==> src/rtl/adder_arbiter.sv <==
// Round-robin arbiter sharing one 16-bit adder among NREQ requesters.
// One transaction in flight: accept, issue to the adder, then hold the response until taken.
module adder_arbiter #(
  parameter int unsigned NREQ = 4,
  parameter int unsigned IDW  = 2
) (
  input  logic                 clk,
  input  logic                 rst_n,
  input  logic [NREQ-1:0]      req_valid,
  output logic [NREQ-1:0]      req_ready,
  input  logic [16*NREQ-1:0]   req_x,
  input  logic [16*NREQ-1:0]   req_y,
  output logic [15:0]          add_x,
  output logic [15:0]          add_y,
  input  logic [15:0]          add_z,
  input  logic [4:0]           add_flags,
  output logic                 rsp_valid,
  input  logic                 rsp_ready,
  output logic [IDW-1:0]       rsp_id,
  output logic [15:0]          rsp_z,
  output logic [4:0]           rsp_flags,
  output logic                 busy,
  output logic [15:0]          ops_done
);

  localparam int unsigned CW = IDW + 1;

  typedef enum logic [1:0] {StIdle, StIssue, StResp} state_e;

  state_e         state_q;
  logic [IDW-1:0] rr_ptr_q;
  logic [IDW-1:0] grant_id_q;
  logic [15:0]    op_x_q;
  logic [15:0]    op_y_q;

  logic           win_found;
  logic [IDW-1:0] win_idx;
  logic [IDW-1:0] next_ptr;
  logic [CW-1:0]  cand;
  logic [15:0]    sel_x;
  logic [15:0]    sel_y;

  always_comb begin : param_check
    assert (NREQ >= 2 && NREQ <= 8 && IDW == $clog2(NREQ))
      else $fatal(1, "adder_arbiter: NREQ must be 2..8 and IDW must equal clog2(NREQ)");
  end

  // Search from rr_ptr upward, wrapping modulo NREQ; first valid requester wins.
  always_comb begin
    win_found = 1'b0;
    win_idx   = '0;
    cand      = '0;
    for (int unsigned k = 0; k < NREQ; k++) begin
      cand = CW'(rr_ptr_q) + CW'(k);
      if (cand >= CW'(NREQ)) cand = cand - CW'(NREQ);
      if (!win_found && req_valid[cand[IDW-1:0]]) begin
        win_found = 1'b1;
        win_idx   = cand[IDW-1:0];
      end
    end
  end

  always_comb begin
    sel_x = '0;
    sel_y = '0;
    for (int unsigned k = 0; k < NREQ; k++) begin
      if (win_idx == IDW'(k)) begin
        sel_x = req_x[16*k +: 16];
        sel_y = req_y[16*k +: 16];
      end
    end
  end

  assign next_ptr = (win_idx == IDW'(NREQ - 1)) ? '0 : win_idx + IDW'(1);

  always_comb begin
    req_ready = '0;
    if (rst_n && state_q == StIdle && win_found) req_ready[win_idx] = 1'b1;
  end

  assign add_x = op_x_q;
  assign add_y = op_y_q;
  assign busy  = (state_q != StIdle);

  always_ff @(posedge clk or negedge rst_n) begin
    if (!rst_n) begin
      state_q    <= StIdle;
      rr_ptr_q   <= '0;
      grant_id_q <= '0;
      op_x_q     <= '0;
      op_y_q     <= '0;
      rsp_valid  <= 1'b0;
      rsp_id     <= '0;
      rsp_z      <= '0;
      rsp_flags  <= '0;
      ops_done   <= '0;
    end else begin
      unique case (state_q)
        StIdle: begin
          if (win_found) begin
            op_x_q     <= sel_x;
            op_y_q     <= sel_y;
            grant_id_q <= win_idx;
            rr_ptr_q   <= next_ptr;
            state_q    <= StIssue;
          end
        end
        StIssue: begin
          rsp_z     <= add_z;
          rsp_flags <= add_flags;
          rsp_id    <= grant_id_q;
          rsp_valid <= 1'b1;
          state_q   <= StResp;
        end
        StResp: begin
          // Returning to idle here keeps a grant from sharing a cycle with the handshake.
          if (rsp_ready) begin
            rsp_valid <= 1'b0;
            ops_done  <= ops_done + 16'd1;
            state_q   <= StIdle;
          end
        end
        default: state_q <= StIdle;
      endcase
    end
  end

endmodule
==> config.mk <==
export PLATFORM = sky130hd
export DESIGN_NAME = adder_arbiter
export DESIGN_NICKNAME = d
export VERILOG_FILES = /design/src/rtl/adder_arbiter.sv
export SDC_FILE = /design/constraint.sdc
export NUM_CORES = 1
export LEC_CHECK = 0
export ABC_AREA = 1
export CORE_ASPECT_RATIO = 2
export CORE_MARGIN = 5
export CORE_UTILIZATION = 40
export DETAILED_ROUTE_END_ITERATION = 8
export PLACE_DENSITY = 0.78
export SYNTH_ARGS = -nofsm -noshare
export SYNTH_HDL_FRONTEND = slang
export SYNTH_SLANG_ARGS = --single-unit
==> constraint.sdc <==
create_clock -name clk -period 2.7 [get_ports clk]
set_input_delay 0.54 -clock clk [delete_from_list [all_inputs] [get_ports clk]]
set_output_delay 0.54 -clock clk [all_outputs]
set_load 0.02 [all_outputs]
==> results of run 1 <==
==> cell usage after synthesis (all sizes together) <==
cell type / number
nand4: 5
nand2: 309
mux2: 1
inv: 25
a21oi: 32
nor4: 1
nand3b: 1
ha: 5
nor2: 15
xor2: 7
buf: 13
nand3: 17
o21ai: 71
clkbuf: 20
xnor2: 8
dfrtp: 78
==> sequential cells by signal, summed over array words and instances, names as in the netlist, 5 cells and up <==
name and flops:
add_x 16, add_y 16, rsp_z 16, ops_done 16, rsp_flags 5
==> layout make-up <==
cell class,instances,area [um^2]
clock inverters,6,72.6
flip-flops and latches,78,1950
fillers,893,3300
multi-input cells,472,2380
well taps,140,175
inverters,25,101
diodes,2,5.00
clock buffers,10,229
repair buffers,272,2660
==> report_power, final <==
part | total (mW) | switching [mW] | internal [mW]
registers | 2.00 | 0.309 | 1.69
clock network | 1.20 | 0.477 | 0.722
logic | 8.62 | 5.09 | 3.54
==> logic make-up (layout without fill, tap and decap cells) <==
kind of cell / after synthesis / after routing / share of synthesized area (%)
AOI/OAI and AO/OA: 103 / 103 / 11.7
xor gates and xnor gates: 15 / 15 / 2.98
adders and majority gates: 5 / 5 / 1.42
buffers and inverters: 58 / 313 / 5.72
DFF: 78 / 78 / 44.2
muxes: 1 / 1 / 0.255
other: 0 / 2 / 0
and+or+nand+nor: 348 / 348 / 33.7
==> worst max-delay path by stage <==
| stage | from | end | slack, ns | depth (start not counted) |
|---|---|---|---|---|
| 2_1_floorplan | req_valid[0] | req_ready[3] | -0.04 | 14 |
| 3_3_place_gp | req_valid[2] | req_ready[1] | -0.58 | 13 |
| 3_5_place_dp | req_valid[2] | req_ready[1] | -0.68 | 13 |
| 6_report | rr_ptr_q[0]$_DFFE_PN0P_ | req_ready[3] | -0.10 | 12 |
| 5_1_grt | rr_ptr_q[0]$_DFFE_PN0P_ | add_y[15]$_DFFE_PN0P_ | -0.20 | 20 |
| 4_1_cts | rr_ptr_q[1]$_DFFE_PN0P_ | req_ready[3] | -0.02 | 13 |
==> routing by layer <==
layer | wire length [um] | global-route usage (%) | part of all wire [%]
met5 | 0 | 0 | 0
met2 | 9040 | 44.6 | 56
met1 | 5590 | 22.6 | 34
met4 | 711 | 12.8 | 4.4
met3 | 948 | 4.92 | 5.8
==> worst max-delay path, cell delays in order (launching register included) <==
cell and delay (ns):
dfrtp_2 0.47, buf_6 0.16, nand2_4 0.07, nand2_4 0.06, buf_4 0.15, o21ai_1 0.23
nand3_4 0.12, nand3_4 0.16, inv_4 0.06, ha_2 0.19, inv_1 0.06, nor2_2 0.04
buf_4 0.16
==> through the flow <==
stage	total power [mW]	area [um^2]	hold WS (ns)	setup WS, ns
finish	11.8	7580	0.306	-0.101
floorplan	6.81	4420	0.244	-0.0379
detailed placement	9.36	6930	0.459	-0.676
global route	12.8	7570	0.339	-0.200
CTS	11.3	7510	0.312	-0.0176
global placement	9.16	6930	0.455	-0.584
==> what timing repair did <==
item | 4_1_cts | 5_1_grt
gates resized for setup | 79 | 48
cloned | 0 | 1
pin swaps | 17 | 5
buffers inserted | 16 | 2
hold buffers | 0 | 0
endpoints found under the setup margin | 36 | 37
==> impl_metrics.env, run 1 <==
export IMPL_drt_iter0_markers=221
export IMPL_ys_seq_elements=78
export IMPL_cts_sinks=78
export IMPL_cap_viol_max_count=0
export IMPL_antenna_found_initial=0
export IMPL_first_pass_iters=5
export IMPL_fin_skew_ns=0.00568
export IMPL_report_final_slew_viol_count=0
export IMPL_finish_utilization_pct=69.6
export IMPL_worst_pin_slew_ns=0.675
export IMPL_vias_per_cell=4.88
export IMPL_synth_top_area_share_pct=44.2
export IMPL_crit_fanout=4
export IMPL_gr_usage_all_layers_pct=23.2
export IMPL_core_area_um2=10900
export IMPL_max_slew_margin_pct=55.0
export IMPL_fin_nets=1019
export IMPL_overflow=0
export IMPL_r2r_slack_ns=-0.07
export IMPL_syn_nets=769
export IMPL_ir_worst_vdd_uv=1890
export IMPL_setup_viol_count_final=22
export IMPL_htree_levels=3
export IMPL_cp_data_required_time_ns=2.16
export IMPL_cts_buffer_depth=2
export IMPL_synth_area_top_cells="dfrtp_1 44%, nand2_1 24%, o21ai_0 7.3%"
export IMPL_critPathCaptureType="output port"
export IMPL_fp_dieH_um=159
export IMPL_yosys_cell_types_count=27
export IMPL_timing_final_crit_share_pct=104
export IMPL_vias=4906
export IMPL_io_buffers=232
export IMPL_post_route_cells_drive_above_1_share_pct=16.0
export IMPL_syn_avg_cell_area_um2=7.26
export IMPL_grt_pass1_vias=5098
export IMPL_worst_slack_ns=-0.101
export IMPL_period_minus_slack_ns=2.80
export IMPL_dpl_cell_count=968
export IMPL_violations="negative setup slack"
export IMPL_place_hpwl_um=12100
export IMPL_grt_max_degree=65
export IMPL_yosys_warnings=0
export IMPL_ant_nets=0
export IMPL_clock_latency_ns=0.33
export IMPL_drt_wl_total_um=16300
export IMPL_cts_buffers=9
export IMPL_clkTransAtPathRegs_ns=0.06
export IMPL_cp_data_arrival_time_ns=2.26
export IMPL_status="complete, but fails checks"
export IMPL_fmax_ghz=0.357
export IMPL_fp_row_count=54
export IMPL_drc=0
export IMPL_start_util_pct=40.6
export IMPL_layout_commonest_cell="nand2_1"
export IMPL_startpoint_type="flop"
export IMPL_final_cell_mix="264 x nand2_1, 223 x clkdlybuf4s50_1, 76 x dfrtp_1"
export IMPL_leakagePower_nw=3.55
export IMPL_reg2reg_from="rr_ptr_q[0]$_DFFE_PN0P_"
export IMPL_yosys_area_top_type="dfrtp_1"
export IMPL_root_buffer="clkbuf_16"
export IMPL_area_growth_synth_to_final_pct=71.6
export IMPL_r2r_cells=18
export IMPL_min_path_type="input port to async pin"
export IMPL_cellPowerDensity_nw_per_um2=1560
export IMPL_synthesis_area_um2=4420
export IMPL_cts_tree="done"
export IMPL_worst_r2r_endpoint="add_y[15]$_DFFE_PN0P_"
export IMPL_synthesis_instances=608
export IMPL_tns_ns=-0.879
export IMPL_io_pins=233
export IMPL_synth_seq_area_share_pct=44.2
export IMPL_die_w_um=84.3
export IMPL_finalHoldViolCount=0
export IMPL_wire_per_inst_um=16.2
export IMPL_finalWeightedCongestion=0.868
export IMPL_rsz0062_at_grt="yes"
export IMPL_dieArea_um2=13400
export IMPL_crit_type="flop to output port"
export IMPL_grt_pass1_wl_um=24600
export IMPL_final_cell_count_no_fill=1005
No activity file was read; power rests on OpenSTA's default activity.
==> inputs of run 2 (changes only) <==
--- a/config.mk
+++ b/config.mk
@@ -11,6 +11,7 @@
 export CORE_UTILIZATION = 40
 export DETAILED_ROUTE_END_ITERATION = 8
 export PLACE_DENSITY = 0.78
+export SETUP_SLACK_MARGIN = 0.5
 export SYNTH_ARGS = -nofsm -noshare
 export SYNTH_HDL_FRONTEND = slang
 export SYNTH_SLANG_ARGS = --single-unit
==> run 2 against run 1 <==
The run still ends with negative setup slack left. Routed wire length up 14%. Clock-buffer cell count is the same. Register-to-register slack better by 0.03 ns. Worst hold slack improved by 0.17 ns. Flip-flop and latch count is the same. Maximum frequency down 0.74%. Utilization is 6.4 points higher. Final area grew 9.2%. Critical path type unchanged.
==> impl_metrics.env, run 2 (synthesized netlist as in run 1, its figures left out) <==
export IMPL_status="complete, but fails checks"
export IMPL_violations="negative setup slack"
export IMPL_gr_usage_all_layers_pct=25.4
export IMPL_rsz0062_at_grt="yes"
export IMPL_antenna_found_initial=0
export IMPL_fp_row_count=54
export IMPL_overflow=0
export IMPL_cts_tree="done"
export IMPL_cp_data_required_time_ns=2.16
export IMPL_worst_slack_ns=-0.122
export IMPL_crit_slowest_cell="dfrtp_2"
export IMPL_cts_sinks=78
export IMPL_drc=0
export IMPL_fp_dieH_um=159
export IMPL_io_pins=233
export IMPL_vias_per_cell=5.13
export IMPL_fmax_ghz=0.354
export IMPL_root_buffer="clkbuf_16"
export IMPL_critPathTopFamily="simple AND/OR/NAND/NOR gates"
export IMPL_critPathMaxStageDelay_ns=0.45
export IMPL_setup_viol_count_final=13
export IMPL_final_cell_mix="223 x clkdlybuf4s50_1, 214 x nand2_1, 76 x dfrtp_1"
export IMPL_vias=5167
export IMPL_diodes=0
export IMPL_timing_final_crit_share_pct=105
export IMPL_wire_per_inst_um=18.4
export IMPL_start_util_pct=40.6
export IMPL_first_pass_iters=5
export IMPL_cap_viol_max_count=0
export IMPL_clkTransAtPathRegs_ns=0.06
export IMPL_htree_levels=3
export IMPL_post_route_cells_drive_above_1_share_pct=27.1
export IMPL_report_final_slew_viol_count=0
export IMPL_finalWeightedCongestion=0.962
export IMPL_regArea_um2=1950
export IMPL_crit_chain="buf_12, nand2_4, nand2_4, nand2_4, nand2_4, nor2_8, nand3_2, nand3_2, nand2_2, buf_6, inv_6, ha_4, inv_4, nor2_4, buf_6"
export IMPL_nFillCells=785
export IMPL_dieArea_um2=13400
export IMPL_path_buf_inv=5
export IMPL_critPathCaptureType="output port"
export IMPL_clock_latency_ns=0.33
export IMPL_cts_buffer_depth=2
export IMPL_fin_nets=1023
export IMPL_period_minus_slack_ns=2.82
export IMPL_worst_pin_slew_ns=1.01
export IMPL_cp_data_arrival_time_ns=2.28
export IMPL_core_area_um2=10900
export IMPL_finish_utilization_pct=76.0
export IMPL_path_common_cell="nand2_4"
export IMPL_startpoint_type="flop"
export IMPL_crit_type="flop to output port"
export IMPL_crit_fanout=8
export IMPL_drt_iter0_markers=317
export IMPL_grt_pass1_wl_um=26500
export IMPL_max_slew_margin_pct=33.0
export IMPL_drt_wl_total_um=18600
export IMPL_min_path_type="flop to flop"
export IMPL_io_buffers=232
export IMPL_place_hpwl_um=13100
export IMPL_tns_ns=-0.454
export IMPL_cts_buffers=9
export IMPL_die_w_um=84.3
export IMPL_grt_max_degree=79
export IMPL_layout_commonest_cell="clkdlybuf4s50_1"
export IMPL_multi_input_area_um2=2830
export IMPL_fin_skew_ns=0.00620
export IMPL_ant_nets=0
export IMPL_finalHoldViolCount=0
export IMPL_grt_pass1_vias=5082
export IMPL_area_growth_synth_to_final_pct=87.3
-- run 2: final timing paths --
check | endpoint | start | slack (ns) | cells past startpoint
max reg2reg | add_y[13]$_DFFE_PN0P_ | rr_ptr_q[0]$_DFFE_PN0P_ | -0.04 | 20
min | rsp_flags[2]$_DFFE_PN0P_ | rsp_flags[2]$_DFFE_PN0P_ | 0.47 | 2
min in group asynchronous | ops_done[0]$_DFFE_PN0P_ | rst_n | 0.51 | 2
min reg2reg | rsp_flags[2]$_DFFE_PN0P_ | rsp_flags[2]$_DFFE_PN0P_ | 0.47 | 2
max | req_ready[2] | rr_ptr_q[0]$_DFFE_PN0P_ | -0.12 | 15
max in group asynchronous | rr_ptr_q[1]$_DFFE_PN0P_ | rst_n | 1.52 | 2
-- run 2: repair_timing --
item | CTS | global route
pin swaps | 31 | 61
resized for setup | 82 | 124
setup endpoints to repair | 41 | 38
hold buffers | 0 | 0
buffers inserted | 8 | 2
cloned | 3 | 1
-- run 2: worst reg2reg max path, stage by stage, from the launching register on --
cell and delay, ns:
dfrtp_2 0.45, buf_12 0.17, nand2_4 0.07, nand2_4 0.07, nand2_4 0.09, nand2_4 0.07, nor2_8 0.15, nand3_2 0.10
nand3_2 0.09, nand2_2 0.09, buf_6 0.15, ha_4 0.17, nor2_4 0.23, buf_6 0.15, buf_16 0.13, nand2_1 0.05
nand2_1 0.06, o21ai_1 0.07, o21ai_1 0.18, nand2_2 0.07, nand2_1 0.07
-- run 2: through the flow --
| step | hold slack, ns | std cells | setup slack (ns) | instance area (um^2) |
|---|---|---|---|---|
| 2_1_floorplan | 0.244 | 608 | 0.333 | 4600 |
| 3_3_place_gp | 0.454 | 977 | -0.472 | 7150 |
| 3_5_place_dp | 0.458 | 977 | -0.614 | 7150 |
| 4_1_cts | 0.473 | 1004 | -0.0415 | 7830 |
| 5_1_grt | 0.490 | 1007 | -0.200 | 8270 |
| 6_report | 0.471 | 1007 | -0.122 | 8270 |
-- run 2: layer usage --
layer / GRT usage [%] / vias up / wire length (um)
met5: 0 / - / 0
met4: 13.3 / 0 / 916
met3: 4.35 / 64 / 1100
met2: 47.0 / 236 / 10200
met1: 27.3 / 2429 / 6340
li1: - / 2438 / -
-- run 2: final cells by class --
cell class / count / share of cell area [%]
clock buffers: 10 / 2.89
clock inverters: 6 / 1.12
inverters: 25 / 1.35
multi-input cells: 472 / 34.3
flip-flops and latches: 78 / 23.6
well taps: 140 / 2.12
repair buffers: 276 / 34.6
Power of run 2 is left out: the tool's default activity adds up to more than one toggle a clock period on the data nets, which glitch-free logic cannot reach.
==> inputs of run 3 (changes only) <==
--- a/config.mk
+++ b/config.mk
@@ -5,12 +5,12 @@
 export SDC_FILE = /design/constraint.sdc
 export NUM_CORES = 1
 export LEC_CHECK = 0
-export ABC_AREA = 1
+export CAP_MARGIN = 20
 export CORE_ASPECT_RATIO = 2
 export CORE_MARGIN = 5
-export CORE_UTILIZATION = 40
+export CORE_UTILIZATION = 39
 export DETAILED_ROUTE_END_ITERATION = 8
-export PLACE_DENSITY = 0.78
+export PLACE_DENSITY = 0.79
 export SETUP_SLACK_MARGIN = 0.5
 export SYNTH_ARGS = -nofsm -noshare
 export SYNTH_HDL_FRONTEND = slang
==> run 3 against run 2 <==
The flow now finishes without violations. Non-clock buffer count shrank 20. Via count shrank 20%. Sequential share of layout area grew 3.6 points. Clock-buffer cell count grew 1. Final area shrank 13%. Critical path type is now input port to output port. Global-route usage shrank 3.1 points. Die area shrank 5.0%. Register-to-register slack gained 0.46 ns.
==> impl_metrics.env, run 3 <==
export IMPL_status="finished clean"
export IMPL_cp_data_arrival_time_ns=1.79
export IMPL_vias=4112
export IMPL_io_pins=233
export IMPL_grt_pass1_vias=4277
export IMPL_min_path_type="input port to async pin"
export IMPL_synth_seq_area_share_pct=48.0
export IMPL_synth_area_top_cells="dfrtp_1 48%, a21oi_1 8.4%, a221o_1 7.6%"
export IMPL_core_area_um2=10100
export IMPL_layout_commonest_cell="clkdlybuf4s50_1"
export IMPL_synth_flop_cell="dfrtp_1"
export IMPL_pre_cts_slack_ns=-0.541
export IMPL_dieArea_um2=12700
export IMPL_cts_sinks=78
export IMPL_drc=0
export IMPL_crit_fanout=3
export IMPL_multi_input_area_um2=2010
export IMPL_cts_buffers=9
export IMPL_report_final_slew_viol_count=0
export IMPL_fmax_ghz=0.429
export IMPL_p_clk_share_pct=16.4
export IMPL_cellPowerDensity_nw_per_um2=1110
export IMPL_synth_common_cells="78 x dfrtp_1, 68 x a21oi_1, 37 x inv_1, 37 x nor2_1, 32 x a22oi_1"
export IMPL_die_w_um=82.2
export IMPL_tns_ns=0
export IMPL_gr_usage_all_layers_pct=22.3
export IMPL_final_cell_mix="222 x clkdlybuf4s50_1, 77 x dfrtp_1, 64 x a21oi_1"
export IMPL_place_hpwl_um=10800
export IMPL_finish_utilization_pct=70.7
export IMPL_critPathCaptureType="output port"
export IMPL_max_slew_margin_pct=46.3
export IMPL_yosys_cell_types_count=37
export IMPL_diodes=0
export IMPL_leakagePower_nw=3.06
export IMPL_drt_iter0_markers=160
export IMPL_ant_nets=0
export IMPL_htree_levels=3
export IMPL_syn_avg_cell_area_um2=9.93
export IMPL_fin_nets=805
export IMPL_root_buffer="clkbuf_16"
export IMPL_cp_data_required_time_ns=2.16
export IMPL_timing_final_crit_share_pct=86.4
export IMPL_finalWeightedCongestion=0.854
export IMPL_start_util_pct=40.1
export IMPL_finalHoldViolCount=0
export IMPL_ir_worst_vdd_uv=554
export IMPL_cts_buffer_depth=2
export IMPL_fp_row_count=52
export IMPL_area_growth_synth_to_final_pct=76.2
export IMPL_r2r_cells=11
export IMPL_r2r_slack_ns=0.42
export IMPL_syn_nets=571
export IMPL_crit_chain="buf_2, a21o_1, a21oi_2, o22a_1, inv_2, ha_4, and3_4, buf_6"
export IMPL_synth_top_area_share_pct=48.0
export IMPL_antenna_found_initial=0
export IMPL_startpoint_type="input port"
export IMPL_io_buffers=232
export IMPL_clkTransAtPathRegs_ns=0.06
export IMPL_worst_r2r_endpoint="add_y[0]$_DFFE_PN0P_"
export IMPL_p_comb_share_pct=58.5
export IMPL_critPathMaxStageDelay_ns=0.22
export IMPL_cap_viol_max_count=0
export IMPL_grt_pass1_wl_um=21700
export IMPL_vias_per_cell=5.24
export IMPL_yosys_warnings=0
export IMPL_clock_latency_ns=0.33
export IMPL_power_frac_seq_pct=25.2
export IMPL_synth_edf_count=0
export IMPL_cts_tree="done"
export IMPL_overflow=0
export IMPL_ys_async_sr_fraction_pct=100
export IMPL_drt_wl_total_um=14200
export IMPL_worst_pin_slew_ns=0.806
export IMPL_fp_dieH_um=154
export IMPL_rsz0062_at_grt="yes"
export IMPL_wire_per_inst_um=18.2
export IMPL_fin_skew_ns=0.00679
export IMPL_regArea_um2=1950
export IMPL_worst_slack_ns=0.368
export IMPL_synthesis_area_um2=4070
export IMPL_ys_seq_elements=78
export IMPL_grt_max_degree=65
export IMPL_synthesis_instances=410
export IMPL_synth_most_common_cell="dfrtp_1"
export IMPL_p_sw_share_pct=38.9
export IMPL_first_pass_iters=5
export IMPL_crit_slowest_cell="o22a_1"
export IMPL_reg2reg_from="rr_ptr_q[1]$_DFFE_PN0P_"
export IMPL_crit_type="input port to output port"
export IMPL_p_sw_mw=3.11
export IMPL_period_minus_slack_ns=2.33
export IMPL_setup_viol_count_final=0
export IMPL_yosys_area_top_type="dfrtp_1"
export IMPL_post_route_cells_drive_above_1_share_pct=17.9
export IMPL_nFillCells=783
export IMPL_p_int_mw=4.88
[run 3: how the worst max path moves through the flow]
stage | from | cells past startpoint | slack [ns] | end
after CTS | rr_ptr_q[1]$_DFFE_PN0P_ | 7 | 0.38 | req_ready[2]
after detailed placement | req_valid[0] | 8 | -0.54 | req_ready[2]
after floorplan | req_valid[1] | 8 | 0.50 | req_ready[1]
final | req_valid[0] | 8 | 0.37 | req_ready[1]
after global routing | rr_ptr_q[1]$_DFFE_PN0P_ | 11 | 0.27 | add_y[2]$_DFFE_PN0P_
after global placement | req_valid[0] | 8 | -0.51 | req_ready[1]
[run 3: power groups by stage]
| stage | clock, mW | combinational, mW | sequential (mW) |
|---|---|---|---|
| 6_report | 1.31 | 4.67 | 2.01 |
| 3_5_place_dp | 0 | 4.27 | 2.04 |
| 4_1_cts | 1.34 | 4.54 | 2.01 |
| 3_3_place_gp | 0 | 4.18 | 2.02 |
| 2_1_floorplan | 0 | 2.03 | 2.58 |
| 5_1_grt | 1.39 | 5.04 | 2.08 |
[run 3: cell type report]
class                   instances  share of cell area, %
clock buffers                  11                   3.38
repair buffers                256                   35.7
multi-input cells             261                   28.0
well taps                     135                   2.36
flip-flops and latches         78                   27.2
clock inverters                 5                   1.15
inverters                      38                   2.16
[run 3: stage by stage]
step,area (um^2),cells,hold slack (ns),total power [mW]
6_report,7170,784,0.0931,7.99
5_1_grt,7170,784,0.104,8.51
4_1_cts,7050,782,0.0860,7.89
3_5_place_dp,6580,760,0.440,6.32
3_3_place_gp,6580,760,0.436,6.20
2_1_floorplan,4170,410,0.244,4.61
[run 3: cell families (layout without fill, tap and decap cells)]
logic type      after synthesis  after routing  synth area share [%]
compound gates              144            144                  24.1
xor+xnor                     15             15                  3.23
fa+ha+maj                     5              5                  1.54
buf+inv                      71            310                  7.32
flops                        78             78                  48.0
mux                          25             25                  6.92
simple gates                 72             72                  8.98
[run 3: what timing repair did]
item,4_1_cts,5_1_grt
endpoints found under the setup margin,37,37
hold buffers,0,0
buffers inserted,5,2
resized for setup,56,26
pin swaps,10,11
cloned,1,0
[run 3: routing by layer]
metal  share of wire, %  track usage, %  vias up
li1                   -               -     1943
met1                 33            23.4     1951
met2                 55            41.0      188
met3                8.8            5.24       30
met4                3.3            8.95        0
met5                  0               0        -
[run 3: critical path, delay by kind of cell]
kind,cells,cell delay [ns]
AO/OA/AOI/OAI,3,0.56
buffers and inverters,3,0.35
adder cells (fa/ha/maj),1,0.17
AND/OR/NAND/NOR,1,0.16
